`src/rtl/rx_seq_monitor.sv`:
```
// rtl/rx_seq_monitor.sv - receive-side sequence-number monitor with statistics and report stream
//
// Tracks frames delivered by the redundancy voter, extracts a 16-bit sequence
// number at a fixed byte offset, counts accepted/runt frames, sequence gaps and
// voter losses, and emits a 6-byte record per accepted frame on a ready/valid
// byte stream.
//
// Ports:
//   clk125MHz    single clock, rising edge
//   reset        synchronous, active-high
//   en_in        byte valid, high for the whole frame
//   data_in      frame byte
//   loss_in      voter loss event, one count per high cycle
//   clear        synchronous statistics clear
//   rep_ready    report sink ready
//   rep_valid    report byte valid
//   rep_data     report byte
//   seq_err      one-cycle pulse on a sequence gap
//   frame_count  accepted frames (saturating)
//   gap_count    sequence gaps (saturating)
//   loss_count   voter loss events (saturating)
//   runt_count   runt frames (saturating)
//   drop_count   records dropped while a report was in flight (saturating)
//   last_seq     sequence number of the last accepted frame

module rx_seq_monitor #(
  parameter int SEQ_OFFSET = 6'h22,
  parameter int MIN_LEN    = 64
) (
  input  logic        clk125MHz,
  input  logic        reset,
  input  logic        en_in,
  input  logic [7:0]  data_in,
  input  logic        loss_in,
  input  logic        clear,
  input  logic        rep_ready,
  output logic        rep_valid,
  output logic [7:0]  rep_data,
  output logic        seq_err,
  output logic [31:0] frame_count,
  output logic [15:0] gap_count,
  output logic [15:0] loss_count,
  output logic [15:0] runt_count,
  output logic [7:0]  drop_count,
  output logic [15:0] last_seq
);

  localparam logic [10:0] SEQ_MSB_IDX = 11'(SEQ_OFFSET);
  localparam logic [10:0] SEQ_LSB_IDX = 11'(SEQ_OFFSET + 1);
  localparam logic [10:0] IDX_MAX     = 11'h7FF;

  typedef enum logic {IDLE, SEND} rep_state_t;

  // ---------------------------------------------------------------------------
  // Frame tracking
  // ---------------------------------------------------------------------------
  logic        armed;
  logic        in_frame;
  logic [10:0] byte_cnt;   // bytes seen in the current frame, saturating
  logic [10:0] cur_idx;
  logic [15:0] seq_cap;

  // The first byte of a frame is index 0 regardless of the stale count.
  assign cur_idx = in_frame ? byte_cnt : 11'd0;

  always_ff @(posedge clk125MHz) begin
    if (reset) begin
      armed    <= 1'b0;
      in_frame <= 1'b0;
      byte_cnt <= 11'd0;
      seq_cap  <= 16'h0000;
    end else if (!en_in) begin
      // Seeing the line idle is what arms the monitor, so a frame already in
      // progress at reset release is never mistaken for a complete one.
      armed    <= 1'b1;
      in_frame <= 1'b0;
    end else if (armed) begin
      in_frame <= 1'b1;
      byte_cnt <= (cur_idx == IDX_MAX) ? IDX_MAX : cur_idx + 11'd1;
      if (cur_idx == SEQ_MSB_IDX) seq_cap[15:8] <= data_in;
      if (cur_idx == SEQ_LSB_IDX) seq_cap[7:0]  <= data_in;
    end
  end

  // ---------------------------------------------------------------------------
  // Frame-end classification
  // ---------------------------------------------------------------------------
  logic        frame_end;
  logic        is_runt;
  logic        accepted;
  logic        first_frame;
  logic        gap_now;
  logic [15:0] gap_next;
  int          frame_len;
  rep_state_t  state;

  always_comb begin
    frame_len = int'(byte_cnt);
    frame_end = in_frame && !en_in;
    // A frame too short to carry both sequence bytes is a runt even when
    // MIN_LEN would otherwise let it through.
    is_runt   = (frame_len < MIN_LEN) || (frame_len <= SEQ_OFFSET + 1);
    accepted  = frame_end && !is_runt;
    gap_now   = accepted && !first_frame && (seq_cap != last_seq + 16'd1);
    gap_next  = (gap_now && gap_count != 16'hFFFF) ? gap_count + 16'd1 : gap_count;
  end

  // ---------------------------------------------------------------------------
  // Statistics
  // ---------------------------------------------------------------------------
  always_ff @(posedge clk125MHz) begin
    if (reset) begin
      frame_count <= 32'd0;
      gap_count   <= 16'd0;
      loss_count  <= 16'd0;
      runt_count  <= 16'd0;
      drop_count  <= 8'd0;
      last_seq    <= 16'd0;
      first_frame <= 1'b1;
      seq_err     <= 1'b0;
    end else begin
      seq_err <= gap_now;
      if (clear) begin
        frame_count <= 32'd0;
        gap_count   <= 16'd0;
        loss_count  <= 16'd0;
        runt_count  <= 16'd0;
        drop_count  <= 8'd0;
        last_seq    <= 16'd0;
        first_frame <= 1'b1;
      end else begin
        if (loss_in && loss_count != 16'hFFFF)
          loss_count <= loss_count + 16'd1;
        if (frame_end && is_runt && runt_count != 16'hFFFF)
          runt_count <= runt_count + 16'd1;
        if (accepted) begin
          if (frame_count != 32'hFFFF_FFFF)
            frame_count <= frame_count + 32'd1;
          gap_count   <= gap_next;
          last_seq    <= seq_cap;
          first_frame <= 1'b0;
          if (state == SEND && drop_count != 8'hFF)
            drop_count <= drop_count + 8'd1;
        end
      end
    end
  end

  // ---------------------------------------------------------------------------
  // Report FSM
  // ---------------------------------------------------------------------------
  logic [39:0] rec_tail;   // record bytes 1..5 queued behind rep_data
  logic [2:0]  remain;     // bytes still to send after the one on rep_data

  always_ff @(posedge clk125MHz) begin
    if (reset) begin
      state     <= IDLE;
      rep_valid <= 1'b0;
      rep_data  <= 8'h00;
      rec_tail  <= 40'd0;
      remain    <= 3'd0;
    end else begin
      case (state)
        IDLE: begin
          if (accepted) begin
            rep_valid <= 1'b1;
            rep_data  <= 8'h55;
            rec_tail  <= {seq_cap, gap_next[7:0], loss_count[7:0], 7'b0, gap_now};
            remain    <= 3'd5;
            state     <= SEND;
          end
        end
        SEND: begin
          if (rep_ready) begin
            if (remain == 3'd0) begin
              rep_valid <= 1'b0;
              rep_data  <= 8'h00;
              state     <= IDLE;
            end else begin
              rep_data <= rec_tail[39:32];
              rec_tail <= {rec_tail[31:0], 8'h00};
              remain   <= remain - 3'd1;
            end
          end
        end
        default: state <= IDLE;
      endcase
    end
  end

endmodule

```
`config.mk`:
```
export PLATFORM = sky130hd
export DESIGN_NAME = rx_seq_monitor
export DESIGN_NICKNAME = d
export VERILOG_FILES = /design/src/rtl/rx_seq_monitor.sv
export SDC_FILE = /design/constraint.sdc
export NUM_CORES = 1
export LEC_CHECK = 0
export BUFFER_PORTS_ARGS = -buffer_cell sky130_fd_sc_hd__buf_2
export CORE_ASPECT_RATIO = 0.75
export CORE_UTILIZATION = 61
export DETAILED_ROUTE_END_ITERATION = 16
export PLACE_DENSITY = 0.94
export SYNTH_ARGS = -nofsm -noshare
export SYNTH_HDL_FRONTEND = slang
export SYNTH_SLANG_ARGS = --single-unit
```
`constraint.sdc`:
```
create_clock -name clk125MHz -period 6.1 [get_ports clk125MHz]
set_input_delay 1.22 -clock clk125MHz [delete_from_list [all_inputs] [get_ports clk125MHz]]
set_output_delay 1.22 -clock clk125MHz [all_outputs]
set_load 0.05 [all_outputs]
```
* After elaboration in Yosys (flattened, before gate mapping)
Index checks and enable logic that the tools add are counted.
** Storage, ports and cells
- Register bits :: 188
- Output and inout bits :: 114
- Bits of input ports :: 14
- Word-level logic and storage cells :: 92
** Cells by class
- Reduce and logical (&&, ||, !) cells :: 25
- Eq/ne operators :: 13
- Bitwise operators :: 2
- Multiplexer cells :: 23
- $lt $le $gt $ge :: 2
- Add/subtract/negate cells :: 8
** Operators by type and width (count)
- $mux W40 :: 3
- $pmux W40 S2 :: 1
- $add A16 B1 Y16 const B :: 4
- $ne A16 B16 Y1 const B :: 3
- $add A32 B1 Y32 const B :: 1
- $mux W8 :: 4
- $ne A32 B32 Y1 const B :: 1
- $eq A11 B6 Y1 const B :: 2
- $mux W11 :: 2
- $ne A16 B16 Y1 :: 1
- $pmux W8 S2 :: 1
- $reduce_and A3 Y1 :: 4
- $add A11 B1 Y11 const B :: 1
- $eq A11 B11 Y1 const B :: 1
- $le A11 B6 Y1 const B :: 1
- $lt A11 B7 Y1 const B :: 1
- $reduce_and A2 Y1 :: 5
- $logic_and A1 B1 Y1 :: 9
- $mux W3 :: 3
- $add A8 B1 Y8 const B :: 1
- $ne A8 B8 Y1 const B :: 1
- $mux W1 :: 6
- $ne A2 B2 Y1 const B :: 3
- $pmux W3 S2 :: 1
- 8 further kinds :: 13

* Depth between registers and ports, before layout
- Word-level depth :: 10
- Gate-level depth with buffers :: 14
- Mapped depth without buffers :: 11

* Least setup slack after synthesis
Ideal clock, no wire load.
- Path kind :: input port to flip-flop
- Start point :: input en_in
- End point :: register rec_tail[26]
- Library setup time :: 86 ps
- Stages :: 9
- Required time :: 6014 ps
- Path buffers :: 4
- Path slack :: 3181 ps
- Data arrival time :: 2834 ps
- Path through :: clkbuf_1 -> a211oi_1 -> clkbuf_1 -> nand2b_1 -> clkbuf_1 -> nand2_1 -> clkbuf_1 -> nor2_1 -> a211oi_1
** On the way
- Cells in the longest elaborated chain, start to end :: 5
** Ends and longest elaborated chain
- start, declared :: line 32 : input logic en_in,
- $logic_not A1 Y1 :: line 99 : frame_end = in_frame && !en_in;
- $logic_and A1 B1 Y1 :: line 99
- $logic_and A1 B1 Y1 :: line 103 : accepted = frame_end && !is_runt;
- $ne A2 B2 Y1 (no line)
- $reduce_and A3 Y1 (no line)
- end signal, assigned :: line 168 : rec_tail <= {seq_cap, gap_next[7:0], loss_count[7:0], 7'b0, gap_now};
- end signal, assigned :: line 181 : rec_tail <= {rec_tail[31:0], 8'h00};
- end, declared :: line 152 : logic [39:0] rec_tail;
No other way between the ends.
A chain may end at the register's enable or synchronous reset.

* Final worst setup path
- Start point :: register last_seq[3]
- End point :: register rec_tail[17]
** On the way
- Cells in the longest elaborated chain, start to end :: 7
** Ends and longest elaborated chain
- start, declared :: line 45 : output logic [15:0] last_seq
- start signal, assigned :: line 140 : last_seq <= seq_cap;
- $add A16 B1 Y16 :: line 104 : gap_now = accepted && !first_frame && (seq_cap != last_seq + 16'd1);
- $ne A16 B16 Y1 :: line 104
- $logic_and A1 B1 Y1 :: line 104
- $logic_and A1 B1 Y1 :: line 105 : gap_next = (gap_now && gap_count != 16'hFFFF) ? gap_count + 16'd1 : gap_count;
- $mux W8 :: line 105
- $mux W40 :: line 165 : if (accepted) begin
- $pmux W40 S2 :: line 163 : case (state)
No other way between the ends. The select of a mux whose other input is x is not followed.

==> metrics.cfg <==
[timing]
tightest_slew_ps=1110
fin_tns_setup_ps=0
drv_slew=0
holdWs_ps=460
fin_crit_ps=3390
finalSetupViolCount=0
hold_viol=0
finalCritPeriodShare_pct=55.5
relSlewSlack_pct=26.3
skew_ps=7.48
grt_setup_unrepaired=false
fmax_mhz=295
finalWorstSetupSlack_ps=2710

[pwr]
internal_power_mw=1.88
comb_power_share_pct=3.0
totalPowerFinal_mw=2.41
ir_drop_v=0.000222
leakagePower_nw=3.71
p_per_area_nw_per_um2=251
pwr-share-clk_pct=47.2
swShare_pct=22.1
power_switching_mw=0.534
p_seq_share_pct=49.7

[worst_setup_path]
critical_path_buf_inv_count=0
path_max_fanout=26
crit_type=register to register
startpoint_type=register
cpPeakStageDelay_ps=830
r2r_cells=8
reg2reg_slack_ps=2710
crit_required_ps=6420
r2r-end=rec_tail[17]$_SDFFE_PP0P_
end_kind=register
r2r_start=last_seq[3]$_SDFFE_PP0P_
path_cells=nand4_2, o21a_1, or4b_1, a211oi_1, nand4_1, o211ai_2, mux2i_1, o21ai_1
critPathSlowestCell=o211ai_2
cp_top_family=compound AO/OA/AOI/OAI gates
worstPathArrival_ps=3700

[outcome]
outcome=complete, no violations

[floorplan]
dieArea_um2=14100
fp.dieW_um=137
initial_core_util_pct=63.2
top_level_ports=128
coreArea_um2=13100
rows=36
die_y_um=103

[yosys]
synth_compound_area_share_pct=14.3
ys.flop_type=dfxtp_1
synth_cells=987
synth_fa_ha_area_share_pct=1.51
ys.warnings.count=0
synthXorXnorAreaFrac_pct=8.35
yosysSeqAreaShare_pct=43.7
synth-seq-cells=181
synth_top_area_cell=dfxtp_1
yosys.area_share.simple_pct=24.4
async_flop_share_pct=0
synth_area_um2=8290
synth_edf_count=0
avgSynthCellArea_um2=8.40
synthTopCellsByArea=dfxtp_1 44%, nor2_1 6.1%, xor2_1 5.3%, nand2_1 4.9%, mux2i_1 4.5%
synth_fp_nets=1011
synth_top_area_share_pct=43.7
synthMuxAreaShare_pct=4.47
synth_top_family_by_area=simple AND/OR/NAND/NOR gates
synth_cell_types=58

[min_path]
hold_start=rec_tail[0]$_SDFFE_PP0P_
worstHoldPathType=register to register
hold_depth=2
whs_endpoint=rec_tail[0]$_SDFFE_PP0P_

[clock_tree]
post_cts_buffers=0
clock_latency_ps=430
clock-sinks=181
root_buffer=clkbuf_16
htree_num_levels=4
path_clk_slew_ps=70
cts-buffers-inserted=17
ctsResizeCount=0
cts_tree=yes
cts_buffer_depth=2
hold_buffers=0

[grt]
grtUsageTotal_pct=30.7
antenna_found_initial=0
grt_first_pass_wirelength_mm=33.8
grt_overflow=0
grt_max_degree=99
grt_pass1_vias=6798

[layout]
nNetsFinal=1115
antenna_cells=0
n_fill_cell=886
final-seq-area_um2=3620
multi_input_area_um2=4400
fin_util_pct=73.2
layout-drive-gt1-share_pct=15.5
synthToLayoutAreaGrowth_pct=15.9

[routing]
drt_iter0_markers=768
drtAntennaViolNets=0
drc=0
wl_per_cell_um=16.7
post_drt_via_cell_ratio=6.06
num_vias=7730
firstDrtPassIters=7
drt-total-wl_mm=21.3

[placed_design]
gp_congestion=0.897
portBuffers=127
post-place-ws_ps=2500
dp_hpwl_mm=14.2

[run]
maxCapViolations=0

state kept, by name, indices dropped and copies added (netlist names):
signal and flops:
byte_cnt 11, last_seq 16, rep_data 8, frame_count 32
first_frame 1, runt_count 16, rec_tail 33, seq_err 1
seq_cap 16, drop_count 8, remain 3, armed 1
gap_count 16, loss_count 16, rep_valid 1, in_frame 1
state 1
cell usage after synthesis, types with 6 or more instances:
library cell / number
a22oi_1: 11
nand3_1: 39
o311ai_0: 6
xor2_1: 50
inv_1: 21
nand2_1: 109
mux2i_1: 37
o21ai_0: 32
or3_1: 27
a211oi_1: 25
a21oi_1: 66
and4_1: 6
ha_1: 10
nand4_1: 29
nor3_1: 24
nor2_1: 135
o211ai_1: 6
clkbuf_1: 41
and3_1: 18
xnor2_1: 29
dfxtp_1: 181
worst max path at each step:
stage                     depth (start not counted)                   endpoint  slack (ps)                startpoint
final                                             8  rec_tail[17]$_SDFFE_PP0P_        2710  last_seq[3]$_SDFFE_PP0P_
after global routing                              8  rec_tail[17]$_SDFFE_PP0P_        2440  last_seq[3]$_SDFFE_PP0P_
after CTS                                         8  rec_tail[17]$_SDFFE_PP0P_        2810  last_seq[3]$_SDFFE_PP0P_
after detailed placement                          6  rec_tail[21]$_SDFFE_PP0P_        2500                     en_in
after global placement                            6  rec_tail[21]$_SDFFE_PP0P_        2580                     en_in
after floorplan                                   9  rec_tail[26]$_SDFFE_PP0P_        3180                     en_in
metrics by stage:
step / instances / area (um2)
3_5_place_dp: 1243 / 8990
4_1_cts: 1275 / 9600
2_1_floorplan: 987 / 8290
3_3_place_gp: 1243 / 8990
6_report: 1275 / 9600
5_1_grt: 1275 / 9600
per-layer routing:
layer,routed length (um),track usage [%],vias to the layer above
met5,0,0,-
met4,429,12.5,0
met3,2010,6.88,46
met2,9750,48.2,355
met1,9150,41.1,3633
li1,-,-,3696
worst min-delay path, cell delays in order (launching register included):
cell     delay, ps
dfxtp_1        310
nand2_1         50
a21oi_1         50
cell usage in the layout, fill, tap and decap left out, types with 6 or more instances in the layout:
master / n
a211oi_1: 24
xor2_1: 50
nand3_1: 39
nor2_1: 135
inv_1: 21
nand4_1: 29
a21oi_1: 66
o21ai_0: 32
and3_1: 18
and4_1: 6
nor3_1: 24
xnor2_1: 29
o211ai_1: 6
nand2_1: 109
or3_1: 27
clkbuf_16: 17
buf_2: 127
mux2i_1: 37
o311ai_0: 6
ha_1: 10
a22oi_1: 11
dfxtp_1: 181
power by group through the flow:
stage          Clock [mW]  Sequential [mW]  Combinational [mW]
2_1_floorplan           0             1.23              0.0494
3_3_place_gp            0             1.23              0.0688
3_5_place_dp            0             1.23              0.0709
4_1_cts              1.15             1.20              0.0715
5_1_grt              1.19             1.20              0.0797
6_report             1.14             1.20              0.0726
area by class of cell:
class                   instances  area share [%]
multi-input cells             738            45.9
flip-flops and latches        181            37.7
repair buffers                132            7.01
clock buffers                  22            4.84
well taps                     171            2.23
clock inverters                10            1.50
inverters                      21           0.821
cell families (layout without fill, tap and decap cells):
logic type | count (synthesis) | in the layout
xor gates and xnor gates | 79 | 79
adders and majority gates | 10 | 10
muxes | 37 | 37
and+or+nand+nor | 426 | 426
AOI/OAI and AO/OA | 186 | 186
buffers and inverters | 68 | 185
DFF | 181 | 181
No activity file was read; power rests on OpenSTA's default activity.
